===== config.mk =====
export PLATFORM = sky130hd
export DESIGN_NAME = song_sequencer
export DESIGN_NICKNAME = d
export VERILOG_FILES = /design/src/rtl/song_sequencer.sv
export SDC_FILE = /design/constraint.sdc
export NUM_CORES = 1
export LEC_CHECK = 0
export CAP_MARGIN = 5
export CELL_PAD_IN_SITES_DETAIL_PLACEMENT = 1
export CELL_PAD_IN_SITES_GLOBAL_PLACEMENT = 1
export CORE_AREA = 8 8 56 58
export DETAILED_ROUTE_END_ITERATION = 12
export DIE_AREA = 0 0 64 66
export PLACE_DENSITY = 0.79
export SLEW_MARGIN = 20
export SYNTH_ARGS = -nofsm -noshare
export SYNTH_HDL_FRONTEND = slang
export SYNTH_SLANG_ARGS = --single-unit

===== constraint.sdc =====
create_clock -name Clk -period 1.95 [get_ports Clk]
set_input_delay 0.2925 -clock Clk [delete_from_list [all_inputs] [get_ports Clk]]
set_output_delay 0.2925 -clock Clk [all_outputs]
set_load 0.1 [all_outputs]

===== src/rtl/song_sequencer.sv =====
// song_sequencer: plays a SONG_LEN-step lane pattern, NOTE_TICKS on / GAP_TICKS off per step, one tick = TICK_DIV cycles.
// Define SONG_LOOP_EN to wrap from the last step back to step 0 forever instead of stopping in DONE.
module song_sequencer #(
  parameter int NUM_LANES  = 4,
  parameter int SONG_LEN   = 8,
  parameter logic [SONG_LEN*$clog2(NUM_LANES)-1:0] SONG_PATTERN = 16'hC6E4,
  parameter int TICK_DIV   = 1,
  parameter int NOTE_TICKS = 1,
  parameter int GAP_TICKS  = 1
) (
  input  logic                     Clk,
  input  logic                     Reset,
  input  logic                     start,
  input  logic                     hold,
  output logic [NUM_LANES-1:0]     block,
  output logic                     note_pulse,
  output logic [$clog2(SONG_LEN):0] step_idx,
  output logic                     busy,
  output logic                     done
);

  localparam int LANE_W = $clog2(NUM_LANES);
  localparam int STEP_W = $clog2(SONG_LEN) + 1;
  localparam int PRE_W  = (TICK_DIV > 1) ? $clog2(TICK_DIV) : 1;
  localparam int MAX_T  = (NOTE_TICKS > GAP_TICKS) ? NOTE_TICKS : GAP_TICKS;
  localparam int TCNT_W = (MAX_T > 1) ? $clog2(MAX_T) : 1;

  localparam logic [PRE_W-1:0]  PRE_LAST  = PRE_W'(TICK_DIV - 1);
  localparam logic [TCNT_W-1:0] NOTE_LAST = TCNT_W'(NOTE_TICKS - 1);
  localparam logic [TCNT_W-1:0] GAP_LAST  = TCNT_W'((GAP_TICKS > 0) ? GAP_TICKS - 1 : 0);
  localparam logic [STEP_W-1:0] STEP_LAST = STEP_W'(SONG_LEN - 1);

`ifdef SONG_LOOP_EN
  localparam bit LOOP = 1'b1;
`else
  localparam bit LOOP = 1'b0;
`endif

  typedef enum logic [1:0] {S_IDLE, S_NOTE, S_GAP, S_DONE} state_t;

  state_t              state_q, state_d;
  logic [PRE_W-1:0]    presc_q, presc_d;
  logic [TCNT_W-1:0]   tcnt_q, tcnt_d;
  logic [STEP_W-1:0]   step_q, step_d;
  logic [NUM_LANES-1:0] block_q, block_d;
  logic                pulse_q, pulse_d;
  logic                busy_q, busy_d;
  logic                done_q, done_d;

  logic                tick;
  logic                last_step;
  logic [STEP_W-1:0]   step_nxt;
  logic [LANE_W-1:0]   entry_d;

  function automatic logic [LANE_W-1:0] entry_at(input logic [STEP_W-1:0] s);
    return SONG_PATTERN[int'(s)*LANE_W +: LANE_W];
  endfunction

  always_comb begin
    state_d   = state_q;
    presc_d   = presc_q;
    tcnt_d    = tcnt_q;
    step_d    = step_q;
    pulse_d   = 1'b0;
    tick      = (presc_q == PRE_LAST);
    last_step = (step_q == STEP_LAST);
    step_nxt  = last_step ? '0 : step_q + STEP_W'(1);

    case (state_q)
      S_IDLE, S_DONE: begin
        if (start) begin
          state_d = S_NOTE;
          presc_d = '0;
          tcnt_d  = '0;
          step_d  = '0;
          pulse_d = 1'b1;
        end
      end
      S_NOTE: begin
        if (!hold) begin
          presc_d = tick ? '0 : presc_q + PRE_W'(1);
          if (tick) begin
            if (tcnt_q == NOTE_LAST) begin
              tcnt_d = '0;
              if (last_step && !LOOP) begin
                state_d = S_DONE;
              end else if (GAP_TICKS > 0) begin
                state_d = S_GAP;
              end else begin
                // Back-to-back notes: stay in NOTE but restart the note timing.
                step_d  = step_nxt;
                pulse_d = 1'b1;
              end
            end else begin
              tcnt_d = tcnt_q + TCNT_W'(1);
            end
          end
        end
      end
      S_GAP: begin
        if (!hold) begin
          presc_d = tick ? '0 : presc_q + PRE_W'(1);
          if (tick) begin
            if (tcnt_q == GAP_LAST) begin
              tcnt_d  = '0;
              state_d = S_NOTE;
              step_d  = step_nxt;
              pulse_d = 1'b1;
            end else begin
              tcnt_d = tcnt_q + TCNT_W'(1);
            end
          end
        end
      end
      default: state_d = S_IDLE;
    endcase

    // Outputs are decoded from the next state so they appear registered with the state.
    entry_d = entry_at(step_d);
    block_d = '0;
    if (state_d == S_NOTE && int'(entry_d) < NUM_LANES) begin
      block_d = NUM_LANES'(1) << entry_d;
    end
    busy_d = (state_d == S_NOTE) || (state_d == S_GAP);
    done_d = (state_d == S_DONE);
  end

  always_ff @(posedge Clk) begin
    if (Reset) begin
      state_q <= S_IDLE;
      presc_q <= '0;
      tcnt_q  <= '0;
      step_q  <= '0;
      block_q <= '0;
      pulse_q <= 1'b0;
      busy_q  <= 1'b0;
      done_q  <= 1'b0;
    end else begin
      state_q <= state_d;
      presc_q <= presc_d;
      tcnt_q  <= tcnt_d;
      step_q  <= step_d;
      block_q <= block_d;
      pulse_q <= pulse_d;
      busy_q  <= busy_d;
      done_q  <= done_d;
    end
  end

  assign block      = block_q;
  assign note_pulse = pulse_q;
  assign step_idx   = step_q;
  assign busy       = busy_q;
  assign done       = done_q;

endmodule


---- Word level (Yosys, flattened, before mapping) ----
Cells that the tools add are included.
cells by class
  $add $sub $neg .......................... 3
  equality and inequality tests ........... 10
  shift operators ......................... 2
  mux-type cells .......................... 28
  bitwise logic cells ..................... 1
  reduce and logical (&&, ||, !) cells .... 7
operators with widths
  kind                     number
  $mux 4                   5
  $shiftx 16x6->2 const A  1
  $mux 2                   7
  $pmux 4 s3               1
  $mux 1                   11
  $eq 2x2->1 const B       4
  $ne 2x2->1 const B       3
  $pmux 2 s3               1
  $reduce_or 2->1          3
  $add 4x1->4 const B      1
  $eq 2x1->1 const B       2
  $eq 4x3->1 const B       1
  $pmux 1 s2               2
  $shl 1x2->4 const A      1
  $pmux 1 s3               1
  $reduce_and 3->1         1
  $add 1x1->1 const B      2
  $logic_not 2->1          1
  $reduce_and 2->1         1
  $logic_or 1x1->1         1
  $not 1->1                1
word-level totals
  register bits after elaboration ......... 15
  input bits .............................. 4
  output and inout bits ................... 11
  logic and storage cells ................. 59

---- Depth between registers and ports, before layout ----
Gate-level depths: netlist (run 1).
  depth in word-level cells ............... 9
  mapped depth ............................ 11
  gate-level depth less buffers ........... 10

---- Worst setup path before layout (run 1) ----
OpenSTA, ideal clock, no wires.
  kind .................................... register to register
  start ................................... register step_q[1], in the netlist step_idx[1]
  end ..................................... register block_q[0], in the netlist block[0]
  setup time .............................. 0.060 ns
  data arrival time ....................... 2.435 ns
  required time ........................... 1.890 ns
  setup slack ............................. -0.544 ns
  cell stages (with the launch flop) ...... 10
  path buffers ............................ 0
  period minus slack after synthesis ...... 2.494 ns
  cells stage by stage .................... dfxtp_1 -> ha_1 -> and3b_1 -> o21ai_0 -> a21oi_1 -> ha_1 -> nand2b_1 -> a221oi_1 -> a32oi_1 -> nand2_1
on the way
  longest elaborated chain between the ends .. 9
RTL lines
  item                              line  text
  start: declaration                44    logic [STEP_W-1:0] step_q, step_d;
  start signal: assignment          142   step_q <= step_d;
  $eq 4x3->1                        66    last_step = (step_q == STEP_LAST);
  $mux 1                            85    if (last_step && !LOOP) begin
  $mux 2                            83    if (tcnt_q == NOTE_LAST) begin
  $mux 2                            82    if (tick) begin
  $mux 2                            80    if (!hold) begin
  $pmux 2 s3                        69    case (state_q)
  named net state_d[0]              41    state_t state_q, state_d;
  $eq 2x1->1                        121   if (state_d == S_NOTE && int'(entry_d) < NUM_LANES) begin
  $not 1->1 (no source line)        -
  $reduce_or 2->1 (no source line)  -
  end signal: assignment            143   block_q <= block_d;
  end: declaration                  45    logic [NUM_LANES-1:0] block_q, block_d;
The timed path passes the listed nets, and every way through them passes these cells.
A chain may end at the register's enable or synchronous reset.

---- Final worst setup path (run 1) ----
  start ................................... register state_q[0]
  end ..................................... register block_q[0], in the netlist block[0]
on the way
  longest elaborated chain between the ends .. 7
RTL lines
  item                                                     line  text
  start: declaration                                       41
  start signal: assignment                                 139   state_q <= state_d;
  branches (longest 7 deep; another with $shiftx 16x6->2)  -
Several ways; the timed one is not identified.

==> results of run 1 <==
-- final timing paths --
path,from,to,slack (ns),depth (start not counted)
setup / recovery,state_q[0],block[0],0.006,10
hold / removal,step_idx[1],step_idx[1],0.59,2
setup reg to reg,state_q[0],block[0],0.006,10
hold reg to reg,step_idx[1],step_idx[1],0.59,2
-- worst reg2reg max path, delay by kind of cell, from the launching register on --
family          cells  cell delay (ns)
fa+ha+maj           2             0.41
simple gates        3             0.24
buf+inv             1             0.13
compound gates      4             0.78
flops               1             0.32
-- sequential cells by signal (all words and copies together), names as in the netlist --
signal      flops
block           4
step_idx        4
state_q         2
busy            1
done            1
note_pulse      1
-- area by class of cell --
| class | count | area share [%] |
|---|---|---|
| clock buffer | 4 | 2.51 |
| inverter | 5 | 1.80 |
| multi-input combinational | 55 | 45.6 |
| sequential | 13 | 26.3 |
| tap | 30 | 3.59 |
| timing repair buffer | 27 | 20.1 |
-- cells by family after synthesis --
kind of cell / share of synthesized area [%]
compound gates: 19.2
xor+xnor: 2.53
fa+ha+maj: 9.04
buf+inv: 4.88
flops: 37.6
simple gates: 26.8
-- power groups by stage --
| stage | Sequential (µW) | Clock [µW] | Combinational [µW] |
|---|---|---|---|
| 5_1_grt | 297 | 186 | 497 |
| 3_3_place_gp | 299 | 0 | 376 |
| 3_5_place_dp | 301 | 0 | 383 |
| 4_1_cts | 295 | 173 | 411 |
| 2_1_floorplan | 412 | 0 | 162 |
| 6_report | 296 | 170 | 468 |
-- metal layers --
metal / vias up / GRT usage [%] / routed length [µm]
met5: - / 0 / 0
met4: 0 / 7.52 / 57
met3: 5 / 1.86 / 72
met2: 12 / 17.8 / 1180
met1: 315 / 10.2 / 851
li1: 315 / - / -
-- stage by stage --
step	hold WS, ns	TNS, ns	cells	worst slack, ns
global placement	0.558	-0.163	128	-0.0908
floorplan	0.429	-0.000395	75	-0.000395
CTS	0.596	0	132	0.00207
global route	0.631	-0.0837	134	-0.0805
detailed placement	0.572	-0.407	128	-0.185
finish	0.587	0	134	0.00626
-- what timing repair did --
| item | 4_1_cts | 5_1_grt |
|---|---|---|
| pin swaps | 1 | 1 |
| resized for setup | 6 | 13 |
| setup endpoints to repair | 4 | 4 |
| hold buffers | 0 | 0 |
| setup buffers | 0 | 2 |
-- placed cells by master, fill, tap and decap left out, drive strengths merged, types with 2 or more instances in the layout --
master	n
ha	5
inv	5
clkdlybuf4s50	3
xnor2	2
buf	24
a21oi	5
nand2b	4
nand2	5
nor3b	2
nor2b	4
dfxtp	13
nor3	4
clkbuf	4
nor2	8
==> run_summary.xml, run 1 <==
<?xml version="1.0" encoding="UTF-8"?>
<metrics>
  <group name="sta">
    <metric name="finalMaxSlewViolations" unit="">0</metric>
    <metric name="worst_clock_skew" unit="ns">0.00127</metric>
    <metric name="max_freq" unit="GHz">0.514</metric>
    <metric name="hold_viol" unit="">0</metric>
    <metric name="tightest_slew" unit="ns">0.422</metric>
    <metric name="finalCriticalPeriod" unit="ns">1.94</metric>
    <metric name="min_period_over_period" unit="%">99.7</metric>
    <metric name="report.final.setup_viol" unit="">0</metric>
    <metric name="slew_headroom" unit="%">71.9</metric>
  </group>
  <group name="routing">
    <metric name="drt_pre_antenna_iters" unit="">2</metric>
    <metric name="route.detailed.vias_per_inst" unit="">4.83</metric>
    <metric name="ant_nets" unit="">0</metric>
    <metric name="route.final.wire_length" unit="µm">2160</metric>
    <metric name="post_drt_wl_per_cell" unit="µm">16.1</metric>
    <metric name="drt-initial-drc-count" unit="">15</metric>
    <metric name="drc" unit="">0</metric>
    <metric name="via_count" unit="">647</metric>
  </group>
  <group name="synth">
    <metric name="netlist_top_cells_area" unit="">dfxtp_1 (38%), ha_1 (9.0%), nor2_1 (3.8%)</metric>
    <metric name="synthesis.area" unit="µm²">692</metric>
    <metric name="synthArstFlopShare" unit="%">0</metric>
    <metric name="synth-main-ff-cell" unit="">dfxtp_1</metric>
    <metric name="synth_fp_nets" unit="">84</metric>
    <metric name="synth_enable_flop_cells" unit="">0</metric>
    <metric name="synth.most_common_cell" unit="">dfxtp_1</metric>
    <metric name="synth.lib_cells_used.distinct" unit="">33</metric>
    <metric name="yosys_warnings" unit="">0</metric>
    <metric name="yosysSeqAreaShare" unit="%">37.6</metric>
    <metric name="ff_latch_count_synth" unit="">13</metric>
    <metric name="synth_area_leader_cell" unit="">dfxtp_1</metric>
    <metric name="area_share_of_the_leading_cell_type_in_the_synthesized_netlist" unit="%">37.6</metric>
    <metric name="syn_avg_cell_area" unit="µm²">9.23</metric>
    <metric name="top_post_synthesis_cells_by_count" unit="">dfxtp_1 (13), nor2_1 (7), ha_1 (5), inv_1 (5), nand2_1 (5)</metric>
    <metric name="syn-instance-count" unit="">75</metric>
  </group>
  <group name="die">
    <metric name="fp.dieW" unit="µm">64</metric>
    <metric name="start_util" unit="%">29.8</metric>
    <metric name="dieHeight" unit="µm">66</metric>
    <metric name="boundaryPins" unit="">15</metric>
    <metric name="rows" unit="">18</metric>
    <metric name="die_area" unit="mm²">0.00422</metric>
    <metric name="core_area" unit="mm²">0.00232</metric>
  </group>
  <group name="setup_path">
    <metric name="crit_slowest_cell" unit="">dfxtp_2</metric>
    <metric name="worstSetupPathType" unit="">flip-flop to flip-flop</metric>
    <metric name="timing.critical_path.fanout_max" unit="">4</metric>
    <metric name="critical_path_s_top_delay_family" unit="">compound AO/OA/AOI/OAI gates</metric>
    <metric name="critPathRequiredTime" unit="ns">2.18</metric>
    <metric name="start_kind" unit="">flip-flop</metric>
    <metric name="critPathCaptureType" unit="">flip-flop</metric>
    <metric name="path_buf_inv" unit="">1</metric>
    <metric name="crit_path_cell_trace" unit="">buf_4, ha_4, a211oi_4, nor2_4, a22oi_2, ha_2, nand2b_4, a221oi_2, a32oi_1, nand2_1</metric>
    <metric name="crit_path_max_incr_delay" unit="ns">0.32</metric>
    <metric name="cp.arrival" unit="ns">2.17</metric>
  </group>
  <group name="layout">
    <metric name="final-seq-area" unit="µm²">275</metric>
    <metric name="areaGrowthSynthToFinish" unit="%">51.0</metric>
    <metric name="nets" unit="">114</metric>
    <metric name="antennaDiodeCount" unit="">0</metric>
    <metric name="finalInstanceArea" unit="mm²">0.00104</metric>
    <metric name="multi_input_area" unit="µm²">477</metric>
    <metric name="fillCellCount" unit="">280</metric>
    <metric name="post_layout_util" unit="%">45.0</metric>
    <metric name="post_route_cells_drive_above_1_share" unit="%">49.0</metric>
  </group>
  <group name="worst_hold_path">
    <metric name="holdCritPathClass" unit="">flip-flop to flip-flop</metric>
  </group>
  <group name="global_route">
    <metric name="maximum_number_of_pins_on_one_net_before_global_route_repair" unit="">10</metric>
    <metric name="grt_pass1_vias" unit="">722</metric>
    <metric name="grt_pass1_wl" unit="µm">3270</metric>
    <metric name="groute.usage.overall" unit="%">9.99</metric>
    <metric name="antenna_violations_before_repair" unit="">0</metric>
    <metric name="total_overflow_reported_by_the_global_router" unit="">0</metric>
  </group>
  <group name="pwr">
    <metric name="power.ir.vdd_worst" unit="mV">0.400</metric>
    <metric name="design_power_total" unit="µW">933</metric>
    <metric name="power_report.internal_total" unit="µW">546</metric>
    <metric name="power.leakage" unit="µW">0.000463</metric>
    <metric name="power_switching" unit="µW">387</metric>
    <metric name="clkPwrFrac" unit="%">18.2</metric>
    <metric name="sequentialPowerShare" unit="%">31.7</metric>
    <metric name="share_comb_of_total_power" unit="%">50.1</metric>
    <metric name="power_density" unit="mW/mm²">893</metric>
    <metric name="sw_frac_of_total" unit="%">41.5</metric>
  </group>
  <group name="run_status">
    <metric name="run_status" unit="">complete, no violations</metric>
  </group>
  <group name="flow_run">
    <metric name="drv_cap" unit="">0</metric>
  </group>
  <group name="cts">
    <metric name="cts_tree" unit="">yes</metric>
    <metric name="numCtsBuffers" unit="">3</metric>
    <metric name="insertion_delay" unit="ns">0.28</metric>
    <metric name="clk_root_buffer_cell" unit="">clkbuf_4</metric>
    <metric name="clock_tree_buffer_depth" unit="">2</metric>
    <metric name="path_clk_slew" unit="ns">0.08</metric>
    <metric name="htreeDepth" unit="">1</metric>
    <metric name="clkSinkCount" unit="">13</metric>
  </group>
  <group name="placed_design">
    <metric name="dp.final_hpwl" unit="µm">1450</metric>
    <metric name="numPortBuffers" unit="">14</metric>
    <metric name="postPlaceCellArea" unit="µm²">930</metric>
    <metric name="routabilityCongestion" unit="">0.844</metric>
  </group>
</metrics>
Power figures use the tool's default switching activity.
==> run 2: changes to the inputs <==
--- a/config.mk
+++ b/config.mk
@@ -10,6 +10,6 @@
 export CELL_PAD_IN_SITES_GLOBAL_PLACEMENT = 1
-export CORE_AREA = 8 8 56 58
+export CORE_AREA = 8 8 53 55
 export DETAILED_ROUTE_END_ITERATION = 12
-export DIE_AREA = 0 0 64 66
-export PLACE_DENSITY = 0.79
+export DIE_AREA = 0 0 61 63
+export PLACE_DENSITY = 0.84
 export SLEW_MARGIN = 20
==> constraint.sdc (replaced) <==
create_clock -name Clk -period 2 [get_ports Clk]
set_input_delay 0.3 -clock Clk [delete_from_list [all_inputs] [get_ports Clk]]
set_output_delay 0.3 -clock Clk [all_outputs]
set_load 0.05 [all_outputs]
==> run_summary.xml, run 2 (synthesis gave the netlist of run 1 again) <==
<?xml version="1.0" encoding="UTF-8"?>
<metrics>
  <group name="layout">
    <metric name="areaGrowthSynthToFinish" unit="%">45.9</metric>
    <metric name="post_route_cells_drive_above_1_share" unit="%">32.0</metric>
    <metric name="finalInstanceArea" unit="mm²">0.00101</metric>
    <metric name="most_frequent_cells_in_the_layout" unit="">clkdlybuf4s50_1 (14), dfxtp_1 (10), buf_4 (9)</metric>
    <metric name="fin_cells" unit="">128</metric>
    <metric name="antennaDiodeCount" unit="">0</metric>
    <metric name="layout.cells.most_common" unit="">clkdlybuf4s50_1</metric>
    <metric name="nets" unit="">110</metric>
    <metric name="fillCellCount" unit="">245</metric>
    <metric name="post_layout_util" unit="%">48.9</metric>
  </group>
  <group name="die">
    <metric name="die_area" unit="mm²">0.00384</metric>
    <metric name="core_area" unit="mm²">0.00206</metric>
    <metric name="start_util" unit="%">33.5</metric>
    <metric name="fp.dieW" unit="µm">61</metric>
    <metric name="boundaryPins" unit="">15</metric>
    <metric name="rows" unit="">17</metric>
    <metric name="dieHeight" unit="µm">63</metric>
  </group>
  <group name="sta">
    <metric name="finalMaxSlewViolations" unit="">0</metric>
    <metric name="setup_tns" unit="ns">0</metric>
    <metric name="tightest_slew" unit="ns">0.505</metric>
    <metric name="hold_viol" unit="">0</metric>
    <metric name="slew_headroom" unit="%">66.2</metric>
    <metric name="finalCriticalPeriod" unit="ns">1.94</metric>
    <metric name="report.final.setup_viol" unit="">0</metric>
    <metric name="finalWorstSetupSlack" unit="ns">0.0592</metric>
    <metric name="max_freq" unit="GHz">0.515</metric>
    <metric name="min_period_over_period" unit="%">97.0</metric>
    <metric name="worst_clock_skew" unit="ns">0.00295</metric>
  </group>
  <group name="setup_path">
    <metric name="cp.arrival" unit="ns">2.16</metric>
    <metric name="worstSetupPathType" unit="">flip-flop to flip-flop</metric>
    <metric name="ff2ff_path_depth" unit="">9</metric>
    <metric name="ff2ff_setup_slack" unit="ns">0.06</metric>
    <metric name="critPathRequiredTime" unit="ns">2.22</metric>
    <metric name="r2r_end" unit="">block[0]</metric>
    <metric name="critPathCaptureType" unit="">flip-flop</metric>
    <metric name="start_kind" unit="">flip-flop</metric>
    <metric name="reg2reg_from" unit="">state_q[0]</metric>
    <metric name="timing.critical_path.fanout_max" unit="">4</metric>
  </group>
  <group name="pwr">
    <metric name="power.ir.vdd_worst" unit="mV">0.522</metric>
    <metric name="power_density" unit="mW/mm²">818</metric>
    <metric name="power.leakage" unit="µW">0.000408</metric>
  </group>
  <group name="cts">
    <metric name="clock_tree_buffer_depth" unit="">2</metric>
    <metric name="clkSinkCount" unit="">13</metric>
    <metric name="clk_root_buffer_cell" unit="">clkbuf_4</metric>
    <metric name="htreeDepth" unit="">1</metric>
    <metric name="post_cts_hold_buffer_count" unit="">0</metric>
    <metric name="path_clk_slew" unit="ns">0.08</metric>
    <metric name="numCtsBuffers" unit="">3</metric>
    <metric name="cts_tree" unit="">yes</metric>
    <metric name="insertion_delay" unit="ns">0.27</metric>
  </group>
  <group name="routing">
    <metric name="highest-signal-layer" unit="">met3</metric>
    <metric name="drt-initial-drc-count" unit="">7</metric>
    <metric name="via_count" unit="">627</metric>
    <metric name="met3_wirelength" unit="µm">77</metric>
    <metric name="post_drt_wl_per_cell" unit="µm">14.6</metric>
    <metric name="route.detailed.vias_per_inst" unit="">4.90</metric>
    <metric name="drc" unit="">0</metric>
    <metric name="ant_nets" unit="">0</metric>
    <metric name="wl_met1" unit="µm">829</metric>
    <metric name="met2RoutedLength" unit="µm">962</metric>
    <metric name="route.final.wire_length" unit="µm">1870</metric>
    <metric name="drt_pre_antenna_iters" unit="">4</metric>
  </group>
  <group name="global_route">
    <metric name="groute.usage.overall" unit="%">10.3</metric>
    <metric name="grt_pass1_wl" unit="µm">3100</metric>
    <metric name="grt_pass1_vias" unit="">687</metric>
    <metric name="maximum_number_of_pins_on_one_net_before_global_route_repair" unit="">12</metric>
    <metric name="total_overflow_reported_by_the_global_router" unit="">0</metric>
    <metric name="antenna_violations_before_repair" unit="">0</metric>
  </group>
  <group name="flow_run">
    <metric name="drv_cap" unit="">0</metric>
  </group>
  <group name="placed_design">
    <metric name="dp_worst_setup_slack" unit="ns">-0.185</metric>
    <metric name="dp.cells" unit="">123</metric>
    <metric name="routabilityCongestion" unit="">0.726</metric>
    <metric name="postPlaceCellArea" unit="µm²">925</metric>
    <metric name="dp.final_hpwl" unit="µm">1420</metric>
    <metric name="numPortBuffers" unit="">14</metric>
  </group>
  <group name="worst_hold_path">
    <metric name="timing.hold.worst_path_depth" unit="">2</metric>
    <metric name="worst_hold_path.endpoint" unit="">step_idx[1]</metric>
    <metric name="holdCritPathClass" unit="">flip-flop to flip-flop</metric>
    <metric name="worst_hold_startpoint" unit="">step_idx[1]</metric>
  </group>
  <group name="run_status">
    <metric name="run_status" unit="">complete, no violations</metric>
  </group>
</metrics>
run 2: critical path, cell delays in order (launching register included):
cell and delay, ns:
dfxtp_1 0.32, buf_4 0.13, ha_2 0.22, a211oi_4 0.28
nor2_4 0.06, a22oi_2 0.17, ha_2 0.24, nand2b_4 0.07
a2111o_1 0.35, nand2_1 0.06
run 2: worst max path at each step:
| stage | from | to | cells after the start |
|---|---|---|---|
| finish | state_q[0] | block[0] | 9 |
| global route | state_q[0] | block[0] | 10 |
| CTS | step_idx[1] | block[0] | 9 |
| detailed placement | hold | block[0] | 9 |
| global placement | hold | block[0] | 9 |
| floorplan | state_q[0] | block[0] | 11 |
run 2: cell type report:
class	instances	area, µm²	area share (%)
multi-input combinational	55	455	45.1
timing repair buffer	23	208	20.6
sequential	13	267	26.4
tap	28	35.0	3.47
clock buffer	4	26.3	2.60
inverter	5	18.8	1.86
run 2: routing by layer:
metal / vias to the layer above / global-route usage [%]
li1: 308 / -
met4: 0 / 3.50
met5: - / 0
met2: 15 / 16.5
met1: 304 / 12.3
met3: 0 / 3.29
run 2: report_power, final:
part / leakage, µW / total (µW) / internal (µW) / switching (µW)
sequential: 0.000108 / 287 / 279 / 8.14
clock: 0.0000150 / 164 / 77.2 / 87.0
combinational: 0.000285 / 375 / 164 / 211
total: 0.000408 / 826 / 520 / 306
run 2: repair_timing:
item,4_1_cts,5_1_grt
buffers inserted,0,1
setup endpoints to repair,4,4
endpoints found under the hold margin,0,0
resized for setup,2,10
pin swaps,1,3
run 2: stage by stage:
step | hold slack, ns | power [µW]
5_1_grt | 0.663 | 869
4_1_cts | 0.617 | 789
3_3_place_gp | 0.579 | 594
6_report | 0.607 | 826
3_5_place_dp | 0.597 | 608
2_1_floorplan | 0.436 | 506
